File: config.mk
export PLATFORM = sky130hd
export DESIGN_NAME = jk_count_ctrl
export DESIGN_NICKNAME = d
export VERILOG_FILES = /design/src/rtl/jk_pkg.sv /design/src/rtl/jk_cell_rst.sv /design/src/rtl/jk_count_ctrl.sv
export SDC_FILE = /design/constraint.sdc
export NUM_CORES = 1
export LEC_CHECK = 0
export BUFFER_PORTS_ARGS = -buffer_cell sky130_fd_sc_hd__buf_2
export CORE_MARGIN = 2
export CORE_UTILIZATION = 30
export CTS_BUF_LIST = sky130_fd_sc_hd__clkbuf_8
export DETAILED_ROUTE_END_ITERATION = 7
export PLACE_DENSITY = 0.55
export SLEW_MARGIN = 20
export SYNTH_ARGS = -nofsm -noshare
export SYNTH_HDL_FRONTEND = slang
export SYNTH_HIERARCHICAL = 1
export SYNTH_SLANG_ARGS = --single-unit
File: constraint.sdc
create_clock -name clk -period 1.65 [get_ports clk]
set_input_delay 0.0825 -clock clk [delete_from_list [all_inputs] [get_ports clk]]
set_output_delay 0.0825 -clock clk [all_outputs]
set_load 0.05 [all_outputs]
File: src/rtl/jk_pkg.sv
// Shared encodings for the JK counter controller: FSM states and the
// excitation modes applied to the JK bank.
package jk_pkg;

    typedef enum logic [1:0] {
        IDLE = 2'd0,
        RUN  = 2'd1,
        DONE = 2'd2
    } state_t;

    typedef enum logic [2:0] {
        HOLD   = 3'd0,
        LOAD   = 3'd1,
        CNT_UP = 3'd2,
        CNT_DN = 3'd3,
        RELOAD = 3'd4
    } exc_t;

endpackage

File: src/rtl/jk_cell_rst.sv
// Single JK flip-flop with synchronous active-high reset to 0.
module jk_cell_rst (
    input  logic clk,
    input  logic rst,
    input  logic j,
    input  logic k,
    output logic q
);

    // Classic JK behaviour: 00 hold, 01 clear, 10 set, 11 toggle.
    always_ff @(posedge clk) begin
        if (rst) begin
            q <= 1'b0;
        end else begin
            case ({j, k})
                2'b01:   q <= 1'b0;
                2'b10:   q <= 1'b1;
                2'b11:   q <= ~q;
                default: q <= q;
            endcase
        end
    end

endmodule

File: src/rtl/jk_count_ctrl.sv
// Sequencing controller for a bank of JK flip-flops forming a WIDTH-bit
// programmable counter: start/stop/done FSM, excitation mux and terminal
// count compare. The bank is the only holder of the counter value.
module jk_count_ctrl
    import jk_pkg::*;
#(
    parameter int WIDTH = 4
) (
    input  logic             clk,
    input  logic             rst,
    input  logic             start,
    input  logic             stop,
    input  logic             load,
    input  logic [WIDTH-1:0] load_val,
    input  logic [WIDTH-1:0] term_val,
    input  logic             up_dn,
    input  logic             one_shot,
    output logic [WIDTH-1:0] q,
    output logic [WIDTH-1:0] j_bus,
    output logic [WIDTH-1:0] k_bus,
    output logic             busy,
    output logic             tc,
    output logic             done
);

    state_t           state;
    exc_t             mode;
    logic [WIDTH-1:0] base;
    logic             mode_os;

    // Toggle mask for counting up: bit i toggles when all lower bits are 1.
    function automatic logic [WIDTH-1:0] up_mask(input logic [WIDTH-1:0] v);
        logic [WIDTH-1:0] m;
        logic             c;
        c = 1'b1;
        for (int i = 0; i < WIDTH; i++) begin
            m[i] = c;
            c    = c & v[i];
        end
        return m;
    endfunction

    // Counting down toggles bit i when all lower bits are 0.
    function automatic logic [WIDTH-1:0] dn_mask(input logic [WIDTH-1:0] v);
        return up_mask(~v);
    endfunction

    // Terminal-count compare and excitation-mode selection (stop outranks tc).
    always_comb begin
        tc   = (state == RUN) && (q == term_val) && !stop;
        mode = HOLD;
        case (state)
            IDLE: begin
                if (load) mode = LOAD;
            end
            RUN: begin
                if (stop)       mode = HOLD;
                else if (tc)    mode = RELOAD;
                else if (up_dn) mode = CNT_UP;
                else            mode = CNT_DN;
            end
            default: mode = HOLD;
        endcase
    end

    // Per-bit J/K excitation driven into the bank for the selected mode.
    always_comb begin
        j_bus = '0;
        k_bus = '0;
        case (mode)
            LOAD: begin
                j_bus = load_val;
                k_bus = ~load_val;
            end
            RELOAD: begin
                j_bus = base;
                k_bus = ~base;
            end
            CNT_UP: begin
                j_bus = up_mask(q);
                k_bus = up_mask(q);
            end
            CNT_DN: begin
                j_bus = dn_mask(q);
                k_bus = dn_mask(q);
            end
            default: begin
                j_bus = '0;
                k_bus = '0;
            end
        endcase
    end

    // Control FSM with registered busy/done; base and run mode latched at start.
    always_ff @(posedge clk) begin
        if (rst) begin
            state   <= IDLE;
            base    <= '0;
            mode_os <= 1'b0;
            busy    <= 1'b0;
            done    <= 1'b0;
        end else begin
            done <= 1'b0;
            case (state)
                IDLE: begin
                    if (start) begin
                        state   <= RUN;
                        base    <= load ? load_val : q;
                        mode_os <= one_shot;
                        busy    <= 1'b1;
                    end
                end
                RUN: begin
                    if (stop) begin
                        state <= IDLE;
                        busy  <= 1'b0;
                    end else if (tc && mode_os) begin
                        state <= DONE;
                        busy  <= 1'b0;
                        done  <= 1'b1;
                    end
                end
                DONE: begin
                    state <= IDLE;
                    busy  <= 1'b0;
                end
                default: begin
                    state <= IDLE;
                    busy  <= 1'b0;
                end
            endcase
        end
    end

    // The JK storage bank: one cell per counter bit.
    for (genvar i = 0; i < WIDTH; i++) begin : g_cell
        jk_cell_rst u_cell (
            .clk (clk),
            .rst (rst),
            .j   (j_bus[i]),
            .k   (k_bus[i]),
            .q   (q[i])
        );
    end

endmodule

==> reports/results.tsv <==
metric	value	unit
timing_worst_slew_pin_value	0.363	ns
total_setup_violations_reported_at_the_end_of_the_flow	6	
num_rows	17	
synth_top_family_by_area	compound AO/OA/AOI/OAI gates	
synthSimpleGateAreaFrac	0.243	
crit_top_cell	buf_6	
end_kind	primary output	
worst-r2r-setup-slack	0.06	ns
cts_buffers	3	
root_buffer	clkbuf_8	
cp-startpoint	g_cell[3].u_cell/q	
count_of_distinct_cell_types_in_the_synthesized_netlist	32	
maxCapViolations	0	
detail_route.wirelength	2360	um
vias_per_cell	5.30	
synth-warning-count	6	
post_route_drc_violation_count	0	
synth.net_count	102	
floorplan.core_area	2250	um^2
cp_slowest_cell	dfxtp_4	
arrival	1.63	ns
rsz_0062_raised_after_global_routing	yes	
failed_checks	negative setup slack	
areaGrowthSynthToFinish	81.7	%
clockBufferDepth	2	
vias	832	
io_pins	30	
outcome	finished, violations left	
power.density_cell_area	833	nW/um^2
p_leak	0.556	nW
rr_worst_depth	8	
required	1.57	ns
cts_hold_buffers	0	
post-route-period-util	1.04	
synth-seq-cells	12	
clock_skew	0.00375	ns
layout.nets	145	
place_area	1080	um^2
critPathKind	register to primary output	
hpwl_reported_at_the_end_of_detailed_placement	1670	um
cts.reportedPaths.clkPinSlew	0.05	ns
insertion_delay	0.25	ns
antenna_cells	0	
tritoncts	done	
tritoncts_num_sinks	12	
synth_area_per_inst	8.40	um^2
synth_adder_area_share	0	
cp_num_cells	6	
r2r_start	g_cell[3].u_cell/q	
detail-route-antenna-nets	0	
numPortBuffers	29	
clock_tree.htree_level_count	1	
start_kind	register	
postSynthCellCount	87	
grt_pass1_vias	782	
firstDrtPassIters	4	
slowest_delay	0.36	ns
final_layout_size_suffix_gt1_frac	0.620	
timing.slew.headroom	0.757	
die_height	53.4	um
finalPower	1.11	mW
final.min_clock_period	1.71	ns
hold-worst-slack	0.0684	ns
worstReg2RegEnd	g_cell[1].u_cell/q	
synth.mux.area_fraction	0.0548	
worstPathBufferInverterCount	2	
initial_utilization	0.324	
layout.filler_cells	211	
critPathMaxFanout	5	
fmax	585	MHz
fp.dieW	53.4	um
largest_net_degree_at_the_start_of_global_routing	13	
route.detailed.wl_per_inst	15.0	um
grt_antenna_before_repair	0	
finalMaxSlewViolations	0	
fp.dieArea	2850	um^2
synth.cell_area	731	um^2
grt.total_usage	0.189	
dr.first_iter.drc_count	11	
gp_congestion	0.730	
final_design_area_no_fill	1330	um^2
cp_top_family	buffers and inverters	
ordered_list_of_cells_on_the_worst_path	xnor2_2 > nand4_1 > buf_6 > o211ai_1 > nand2_2 > buf_6	
synth-seq-area-share	0.329	
maximum_vdd_ir_drop	0.000626	V
crit_end	j_bus[1]	
hold_path_class	input port to register	
fraction_of_the_mapped_netlist_area_in_compound_gates	0.265	
setup_slack	-0.0608	ns
final_hold_viol_count	0	
grt_overflow_total	0	
grt_first_pass_wirelength	3730	um
yosys.area_share.xor_xnor	0.0479	
[flip-flops by register name, summed over array words and instances, names as in the netlist]
signal and flops:
g_cell.u_cell/q 4, base 4, state 2, mode_os 1, done 1
[cell families (layout without fill, tap and decap cells)]
| group | Yosys count | in the layout |
|---|---|---|
| flip-flops | 12 | 12 |
| multiplexers | 4 | 4 |
| AO/OA/AOI/OAI | 28 | 28 |
| AND/OR/NAND/NOR | 33 | 33 |
| buffers and inverters | 6 | 48 |
| XOR/XNOR | 4 | 4 |
[how the worst min path moves through the flow]
stage | start | endpoint | slack (ns) | cells after the start
after floorplan | rst | g_cell[0].u_cell/q | 0.15 | 1
after global placement | one_shot | mode_os | 0.31 | 3
after detailed placement | one_shot | mode_os | 0.33 | 3
after CTS | one_shot | mode_os | 0.08 | 3
after global routing | one_shot | mode_os | 0.09 | 3
final | one_shot | mode_os | 0.07 | 3
[power by group]
part | switching, mW | total (mW) | leakage, nW | internal, mW
sequential | 0.0246 | 0.338 | 0.103 | 0.313
combinational | 0.283 | 0.486 | 0.426 | 0.203
clock | 0.118 | 0.282 | 0.0269 | 0.165
[cell usage after synthesis]
| master | count | share of area |
|---|---|---|
| or3b_1 | 1 | 0.012 |
| xnor2_1 | 4 | 0.048 |
| a311oi_1 | 1 | 0.012 |
| buf_6 | 2 | 0.031 |
| and4_1 | 1 | 0.012 |
| buf_1 | 1 | 0.0051 |
| o21ai_1 | 2 | 0.014 |
| a32oi_1 | 1 | 0.012 |
| and3_1 | 2 | 0.017 |
| nor2b_1 | 1 | 0.0086 |
| nor3b_1 | 2 | 0.021 |
| buf_4 | 1 | 0.010 |
| o21ai_0 | 3 | 0.021 |
| o32a_1 | 1 | 0.014 |
| mux2i_1 | 4 | 0.055 |
| nor4b_1 | 2 | 0.024 |
| buf_2 | 2 | 0.014 |
| a21o_1 | 2 | 0.021 |
| nand4_1 | 1 | 0.0086 |
| o211ai_1 | 1 | 0.010 |
| nor2_1 | 12 | 0.062 |
| dfxtp_1 | 12 | 0.33 |
| and4_4 | 1 | 0.015 |
| a21oi_1 | 3 | 0.021 |
| and2_1 | 1 | 0.0086 |
| nor3_1 | 1 | 0.0068 |
| a2111oi_0 | 1 | 0.012 |
| nand2b_2 | 1 | 0.012 |
| a211oi_1 | 10 | 0.10 |
| o21bai_1 | 1 | 0.010 |
| nand2_1 | 7 | 0.036 |
| o22ai_1 | 2 | 0.017 |
[per-stage QoR]
step | instances | TNS [ns] | setup WS, ns | util
after detailed placement | 146 | 0 | 0.0534 | 0.480
after global placement | 146 | 0 | 0.0644 | 0.480
final | 157 | -0.263 | -0.0608 | 0.589
after CTS | 156 | -0.271 | -0.0638 | 0.565
after global routing | 157 | -0.781 | -0.145 | 0.589
after floorplan | 87 | -0.438 | -0.140 | -
[repair_timing]
action	in CTS	in global routing
pin swaps	8	12
buffers inserted	6	1
gates cloned	0	0
setup endpoints to repair	9	11
resized for setup	28	8
[area by class of cell]
cell class / count / area [um^2] / area share
Tap cell: 28 / 35.0 / 0.0264
Multi-Input combinational cell: 69 / 649 / 0.489
Timing Repair Buffer: 44 / 338 / 0.254
Clock buffer: 3 / 41.3 / 0.0311
Sequential cell: 12 / 260 / 0.196
Clock inverter: 1 / 3.75 / 0.00283
[worst reg2reg max path, cell delays in order, from the launching register on]
cell	delay [ns]
dfxtp_4	0.36
xnor2_2	0.15
nand4_1	0.22
buf_6	0.20
o211ai_1	0.17
nand2_2	0.11
buf_4	0.15
nor2_2	0.07
a211oi_1	0.04
[cell usage in the layout (no fill, tap or decap), types with 3 or more instances in the layout]
cell      synthesis  routed
a211oi_1         10       8
buf_2             2      20
buf_4             1      12
buf_6             2       8
clkbuf_8          0       3
dfxtp_1          12       6
dfxtp_4           0       5
mux2i_1           4       4
nand2_1           7       4
nor2_1           12      11
xnor2_2           0       4
[layer usage]
layer	GRT usage	routed length [um]
met3	0.0508	132
met5	0	0
met1	0.237	1040
met2	0.315	1160
met4	0.0513	21
No activity file was read; power rests on OpenSTA's default activity.
